**src/rtl/pd_pkg.sv**
```systemverilog
// Shared constants, state encoding and control-word helper for the
// codeword-matching peripheral job sequencer.
`default_nettype none

package pd_pkg;

  localparam int unsigned WRDS_DEF = 4;

  localparam logic [4:0] ADDR_DATA = 5'd0;
  localparam logic [4:0] ADDR_PTR  = 5'd8;
  localparam logic [4:0] ADDR_CR   = 5'd16;
  localparam logic [4:0] ADDR_ST   = 5'd24;

  localparam int unsigned CR_RUN_BIT   = 8;
  localparam int unsigned CR_IEN_BIT   = 9;
  localparam int unsigned ST_MATCH_BIT = 10;

  typedef enum logic [2:0] {
    S_IDLE  = 3'd0,
    S_PTR   = 3'd1,
    S_DATA  = 3'd2,
    S_START = 3'd3,
    S_WAIT  = 3'd4,
    S_ABORT = 3'd5,
    S_READ  = 3'd6,
    S_DONE  = 3'd7
  } state_e;

  // Control word: ctr in [7:0]; run drives both running and int_enable.
  function automatic logic [31:0] cr_word(input logic [7:0] ctr, input logic run);
    logic [31:0] w;
    w             = '0;
    w[7:0]        = ctr;
    w[CR_RUN_BIT] = run;
    w[CR_IEN_BIT] = run;
    return w;
  endfunction

endpackage

`default_nettype wire

```
**src/rtl/pd_wait_timer.sv**
```systemverilog
// Loadable down-counter with expiry flag, plus a saturating cycle counter
// that counts every enabled cycle.
`default_nettype none

module pd_wait_timer #(
  parameter int unsigned TIMEOUT = 1024,
  parameter int unsigned CYCW    = 16
) (
  input  logic            clk,
  input  logic            rst_n,
  input  logic            load_i,
  input  logic            enable_i,
  input  logic            clear_i,
  output logic            expired_o,
  output logic [CYCW-1:0] cycles_o
);

  localparam int unsigned TW = $clog2(TIMEOUT + 1);

  logic [TW-1:0]   timer_q, timer_d;
  logic [CYCW-1:0] cyc_q, cyc_d;

  always_comb begin
    timer_d = timer_q;
    cyc_d   = cyc_q;
    if (load_i) begin
      timer_d = TW'(TIMEOUT);
    end else if (enable_i && (timer_q != '0)) begin
      timer_d = timer_q - TW'(1);
    end
    if (clear_i) begin
      cyc_d = '0;
    end else if (enable_i && (cyc_q != '1)) begin
      cyc_d = cyc_q + CYCW'(1);
    end
  end

  always_ff @(posedge clk or negedge rst_n) begin
    if (!rst_n) begin
      timer_q <= '0;
      cyc_q   <= '0;
    end else begin
      timer_q <= timer_d;
      cyc_q   <= cyc_d;
    end
  end

  // The timer reaches zero with this cycle's decrement, so WAIT lasts exactly TIMEOUT cycles.
  assign expired_o = enable_i && (timer_q <= TW'(1));
  assign cycles_o  = cyc_q;

endmodule

`default_nettype wire

```
**src/rtl/pd_job_sequencer.sv**
```systemverilog
// Bus master that loads codewords into the matching peripheral, starts it,
// waits for interrupt or timeout, reads status and returns a result record.
`default_nettype none

module pd_job_sequencer
  import pd_pkg::*;
#(
  parameter int unsigned WRDS    = WRDS_DEF,
  parameter int unsigned TIMEOUT = 1024,
  parameter int unsigned CYCW    = 16
) (
  input  logic                 clk,
  input  logic                 reset,
  input  logic                 job_valid,
  output logic                 job_ready,
  input  logic [32*WRDS-1:0]   job_words,
  input  logic [7:0]           job_ctr,
  output logic                 res_valid,
  input  logic                 res_ready,
  output logic                 res_matched,
  output logic                 res_timeout,
  output logic [CYCW-1:0]      res_cycles,
  output logic                 busy,
  output logic [4:0]           pd_addr,
  output logic                 pd_hwen,
  output logic                 pd_hren,
  output logic [31:0]          pd_wdata,
  input  logic [31:0]          pd_rdata,
  input  logic                 pd_interrupt
);

  localparam int unsigned IW = (WRDS > 1) ? $clog2(WRDS) : 1;

  state_e         state_q, state_d;
  logic [IW-1:0]  idx_q, idx_d;
  logic [31:0]    words_q [WRDS];
  logic [31:0]    words_d [WRDS];
  logic [7:0]     ctr_q, ctr_d;
  logic           timeout_q, timeout_d;
  logic           matched_q, matched_d;
  logic           res_valid_q, res_valid_d;
  logic           busy_q, busy_d;
  logic           hwen_q, hwen_d;
  logic           hren_q, hren_d;
  logic [4:0]     addr_q, addr_d;
  logic [31:0]    wdata_q, wdata_d;

  logic           tmr_load, tmr_en, tmr_clr, tmr_expired;
  logic           rdata_unused;

  assign rdata_unused = ^{pd_rdata[31:ST_MATCH_BIT+1], pd_rdata[ST_MATCH_BIT-1:0]};

  pd_wait_timer #(
    .TIMEOUT (TIMEOUT),
    .CYCW    (CYCW)
  ) u_timer (
    .clk       (clk),
    .rst_n     (reset),
    .load_i    (tmr_load),
    .enable_i  (tmr_en),
    .clear_i   (tmr_clr),
    .expired_o (tmr_expired),
    .cycles_o  (res_cycles)
  );

  always_comb begin
    state_d   = state_q;
    idx_d     = idx_q;
    words_d   = words_q;
    ctr_d     = ctr_q;
    timeout_d = timeout_q;
    matched_d = matched_q;
    tmr_load  = 1'b0;
    tmr_en    = 1'b0;
    tmr_clr   = 1'b0;
    unique case (state_q)
      S_IDLE: begin
        if (job_valid) begin
          for (int i = 0; i < int'(WRDS); i++) begin
            words_d[i] = job_words[32*i +: 32];
          end
          ctr_d     = job_ctr;
          idx_d     = '0;
          timeout_d = 1'b0;
          matched_d = 1'b0;
          tmr_clr   = 1'b1;
          state_d   = S_PTR;
        end
      end
      S_PTR:   state_d = S_DATA;
      S_DATA: begin
        if (idx_q == IW'(WRDS - 1)) begin
          state_d = S_START;
        end else begin
          idx_d   = idx_q + IW'(1);
          state_d = S_PTR;
        end
      end
      S_START: begin
        tmr_load = 1'b1;
        state_d  = S_WAIT;
      end
      S_WAIT: begin
        tmr_en = 1'b1;
        // An interrupt arriving on the expiry cycle takes precedence.
        if (pd_interrupt) begin
          state_d = S_READ;
        end else if (tmr_expired) begin
          timeout_d = 1'b1;
          state_d   = S_ABORT;
        end
      end
      S_ABORT: state_d = S_READ;
      S_READ: begin
        matched_d = pd_rdata[ST_MATCH_BIT];
        state_d   = S_DONE;
      end
      S_DONE: begin
        if (res_ready) state_d = S_IDLE;
      end
      default: state_d = S_IDLE;
    endcase

    // Bus and status outputs are decoded from the next state and registered.
    hwen_d      = 1'b0;
    hren_d      = 1'b0;
    addr_d      = ADDR_DATA;
    wdata_d     = '0;
    res_valid_d = (state_d == S_DONE);
    busy_d      = (state_d != S_IDLE);
    unique case (state_d)
      S_PTR: begin
        hwen_d  = 1'b1;
        addr_d  = ADDR_PTR;
        wdata_d = 32'(idx_d);
      end
      S_DATA: begin
        hwen_d  = 1'b1;
        addr_d  = ADDR_DATA;
        wdata_d = words_d[idx_d];
      end
      S_START: begin
        hwen_d  = 1'b1;
        addr_d  = ADDR_CR;
        wdata_d = cr_word(ctr_d, 1'b1);
      end
      S_ABORT: begin
        hwen_d  = 1'b1;
        addr_d  = ADDR_CR;
        wdata_d = cr_word(ctr_d, 1'b0);
      end
      S_READ: begin
        hren_d = 1'b1;
        addr_d = ADDR_ST;
      end
      default: ;
    endcase
  end

  always_ff @(posedge clk or negedge reset) begin
    if (!reset) begin
      state_q     <= S_IDLE;
      idx_q       <= '0;
      ctr_q       <= '0;
      timeout_q   <= 1'b0;
      matched_q   <= 1'b0;
      res_valid_q <= 1'b0;
      busy_q      <= 1'b0;
      hwen_q      <= 1'b0;
      hren_q      <= 1'b0;
      addr_q      <= '0;
      wdata_q     <= '0;
      for (int i = 0; i < int'(WRDS); i++) words_q[i] <= '0;
    end else begin
      state_q     <= state_d;
      idx_q       <= idx_d;
      ctr_q       <= ctr_d;
      timeout_q   <= timeout_d;
      matched_q   <= matched_d;
      res_valid_q <= res_valid_d;
      busy_q      <= busy_d;
      hwen_q      <= hwen_d;
      hren_q      <= hren_d;
      addr_q      <= addr_d;
      wdata_q     <= wdata_d;
      words_q     <= words_d;
    end
  end

  // Gated by reset so that job_ready stays low while reset is held.
  assign job_ready   = (state_q == S_IDLE) && reset;
  assign res_valid   = res_valid_q;
  assign res_matched = matched_q;
  assign res_timeout = timeout_q;
  assign busy        = busy_q;
  assign pd_hwen     = hwen_q;
  assign pd_hren     = hren_q;
  assign pd_addr     = addr_q;
  assign pd_wdata    = wdata_q;

endmodule

`default_nettype wire

```
**config.mk**
```make
export PLATFORM = sky130hd
export DESIGN_NAME = pd_job_sequencer
export DESIGN_NICKNAME = d
export VERILOG_FILES = /design/src/rtl/pd_pkg.sv /design/src/rtl/pd_wait_timer.sv /design/src/rtl/pd_job_sequencer.sv
export SDC_FILE = /design/constraint.sdc
export NUM_CORES = 1
export LEC_CHECK = 0
export CAP_MARGIN = 5
export CORE_MARGIN = 4
export CORE_UTILIZATION = 49
export DETAILED_ROUTE_END_ITERATION = 8
export PLACE_DENSITY = 0.91
export SYNTH_ARGS = -nofsm -noshare
export SYNTH_HDL_FRONTEND = slang
export SYNTH_SLANG_ARGS = --single-unit
```
**constraint.sdc**
```tcl
create_clock -name clk -period 3.2 [get_ports clk]
set_clock_uncertainty 0.2 [all_clocks]
set_input_delay 0.48 -clock clk [delete_from_list [all_inputs] [get_ports clk]]
set_output_delay 0.48 -clock clk [all_outputs]
set_load 0.03 [all_outputs]
```
==> results of run 1 <==
-- placed cells by master, fill, tap and decap left out, drive strengths merged, types with 4 or more instances in the layout --
cell type,Yosys,final
buf,26,18
a21oi,12,12
nand4,6,6
mux4,22,22
o211ai,9,9
xnor2,6,6
and3,14,14
and2,26,26
nand2,397,397
nand3,14,14
nor3,8,8
mux2,10,10
nand2b,5,5
mux2i,15,15
clkbuf,26,34
o21ai,11,11
clkdlybuf4s50,0,197
ha,4,4
o221ai,5,5
nor4,5,5
dfrtp,208,208
a211oi,10,10
or4,4,4
nor2,28,28
xor2,8,8
inv,9,9
-- final timing paths --
| check | depth (start not counted) | slack [ns] | end |
|---|---|---|---|
| min in group asynchronous | 2 | 0.27 | pd_hren |
| worst max-delay path | 3 | 0.15 | job_ready |
| max in group asynchronous | 3 | 1.55 | words_q[17] |
| worst min register to register | 2 | 0.26 | words_q[9] |
| worst min-delay path | 2 | 0.26 | words_q[9] |
| worst max register to register | 5 | 0.58 | pd_wdata[6] |
-- stage by stage --
step / instance area [sq um] / hold slack [ns] / total power, uW / util (%) / cells
after global placement: 11400 / 0.231 / 8430 / 62.7 / 1324
after floorplan: 9170 / -0.0156 / 7140 / - / 931
after detailed placement: 11400 / 0.232 / 8670 / 62.7 / 1324
after global routing: 12100 / 0.282 / 11800 / 66.5 / 1362
after CTS: 12100 / 0.268 / 11200 / 66.5 / 1362
final: 12100 / 0.264 / 11100 / 66.5 / 1362
-- routing by layer --
metal	track usage (%)	vias to the layer above
met5	0	-
met4	6.33	2
met3	5.29	41
met2	37.9	252
met1	27.4	3588
li1	-	3440
-- tightest hold or removal path: stages (launching register included) --
cell and delay [ns]:
dfrtp_1 0.33, nand2_1 0.05, nand2_1 0.05
-- kinds of logic after synthesis --
| group | Yosys count | share of synthesized area, % |
|---|---|---|
| DFF | 208 | 56.8 |
| AOI/OAI and AO/OA | 68 | 5.31 |
| adders and majority gates | 4 | 0.546 |
| other | 1 | 0.0409 |
| buffers and inverters | 61 | 3.09 |
| muxes | 47 | 8.27 |
| and+or+nand+nor | 526 | 24.6 |
| xor gates and xnor gates | 14 | 1.34 |
-- sequential cells by signal (all words and copies together), names as in the netlist --
signal	count
res_matched	1
res_timeout	1
u_timer.cycles_o	16
pd_hren	1
state_q	3
pd_wdata	32
pd_hwen	1
busy	1
u_timer.timer_q	11
words_q	128
idx_q	2
res_valid	1
ctr_q	8
pd_addr	2
-- power by group through the flow --
stage	clock network, uW	logic [uW]	registers, uW
global placement	0	4040	4390
detailed placement	0	4210	4460
CTS	2460	4260	4440
global route	2570	4640	4570
floorplan	0	2480	4670
finish	2410	4230	4450
-- final cells by class --
| cell class | instances | area, sq um |
|---|---|---|
| Clock inverter | 4 | 22.5 |
| Fill cell | 1317 | 6100 |
| Sequential cell | 208 | 5200 |
| Timing Repair Buffer | 217 | 2190 |
| Tap cell | 229 | 287 |
| Multi-Input combinational cell | 662 | 3700 |
| Inverter | 9 | 33.8 |
| Clock buffer | 33 | 663 |
==> flow_metrics.tcl, run 1 <==
set metrics [dict create \
    drc_errors 0 \
    grt-ovfl-total 0 \
    grt_pass1_vias 7544 \
    ant_nets 0 \
    maxCapViolCount 0 \
    postSynthAreaPerCell_sq_um 9.87 \
    num_rows 49 \
    synth_cell_type_count 62 \
    ys_top_cells_by_area "dfrtp_1, nand2_1, mux4_2" \
    fmax_ghz 0.328 \
    grt_max_degree 117 \
    cts_tree "done" \
    hold_buffers 1 \
    dpl_worst_slack_ns 0.384 \
    route.met2.wl_microns 11900 \
    die_y_microns 145 \
    path_delay_family "simple AND/OR/NAND/NOR gates" \
    path_cells "nor3_1 > and2_1 > clkdlybuf4s50_1" \
    track_usage_pct 21.9 \
    timing.final.crit_share_pct 95.3 \
    reg2reg_from "state_q[1]" \
    clock_latency_ns 0.50 \
    synth-seq-area-share_pct 56.8 \
    status "complete, no violations" \
    rsz0062_at_grt "no" \
    drt-met1-wl_microns 9440 \
    p_clk_share_pct 21.7 \
    dieArea_sq_um 21000 \
    hold_violations 0 \
    arrival_ns 2.37 \
    routed_via_density 5.38 \
    startpoint "state_q[1]" \
    synth.top_cell.area_share_pct 56.8 \
    portBuffers 198 \
    root_buffer "clkbuf_16" \
    antenna_found_initial 1 \
    dieWidth_microns 145 \
    ys_ff_latch 208 \
    p_comb_share_pct 38.1 \
    clockBufferDepth 3 \
    slowest_delay_ns 0.66 \
    dr.pass1.iters 5 \
    leakagePower_uw 0.00578 \
    synth_commonest_cells "nand2_1, dfrtp_1, nor2_1, and2_1, clkbuf_1" \
    syn-cell-area_sq_um 9170 \
    period_minus_slack_ns 3.05 \
    worstSetupEndpointType "primary output" \
    yosysMostFrequentCell "nand2_1" \
    grt_pass1_wl_microns 36800 \
    p_switching_uw 4010 \
    wirelength_microns 23500 \
    slew_violations 0 \
    synth_edf_count 0 \
    start_util_pct 50.3 \
    critPathRequiredTime_ns 2.52 \
    syn2layout_area_growth_pct 32.1 \
    wl_met3_microns 1690 \
    hp-start "words_q[9]" \
    htreeDepth 1 \
    post_cts_buffers 0 \
    switching_share_pct 36.1 \
    yosys_warnings 0 \
    post_cts_resize_count 0 \
    synth_largest_area_cell "dfrtp_1" \
    clk_pin_slew_worst_paths_ns 0.06 \
    drt_iter0_drc 504 \
    cpMaxStageDelayCell "clkdlybuf4s50_1" \
    timing.final.ws_setup_ns 0.150 \
    hold_path.class "register to register" \
    routed.top_layer "met5" \
    path_class "register to primary output" \
    ir_worst_vdd_uv 468 \
    diodes 0 \
    async_flop_share_pct 100 \
    cts_made_buffers 22 \
    critPathBufInv 1 \
    clock_sinks 208 \
    syn_inst 929 \
    core_area_sq_um 18200 \
    relSlewSlack_pct 56.1 \
    crit_fanout 11 \
    synth_flop_cell "dfrtp_1" \
    p_int_uw 7090 \
    tightestPinTransition_ns 0.653 \
    startpoint_type "register" \
    power_per_cell_area_nw_per_um2 917 \
    wl_per_cell_microns 17.3 \
    drive_above_1_share_pct 8.65 \
    hpwlAfterDp_microns 16100 \
    place.gp.congestion 0.862 \
    seqPwrFrac_pct 40.1 \
    fin_tns_setup_ns 0 \
    finalSetupViolCount 0 \
    io_pins 233 \
    via_count 7323 \
    fin_nets 1297 \
]
Note: power is estimated with default switching activity, not from simulation.
==> run 2: changes to the inputs <==
--- a/config.mk
+++ b/config.mk
@@ -10,6 +10,7 @@
 export CORE_UTILIZATION = 49
 export DETAILED_ROUTE_END_ITERATION = 8
 export PLACE_DENSITY = 0.91
+export SLEW_MARGIN = 30
 export SYNTH_ARGS = -nofsm -noshare
 export SYNTH_HDL_FRONTEND = slang
 export SYNTH_SLANG_ARGS = --single-unit
==> results of run 2 <==
The final DEF is identical to that of run 1; final timing and power are the same.
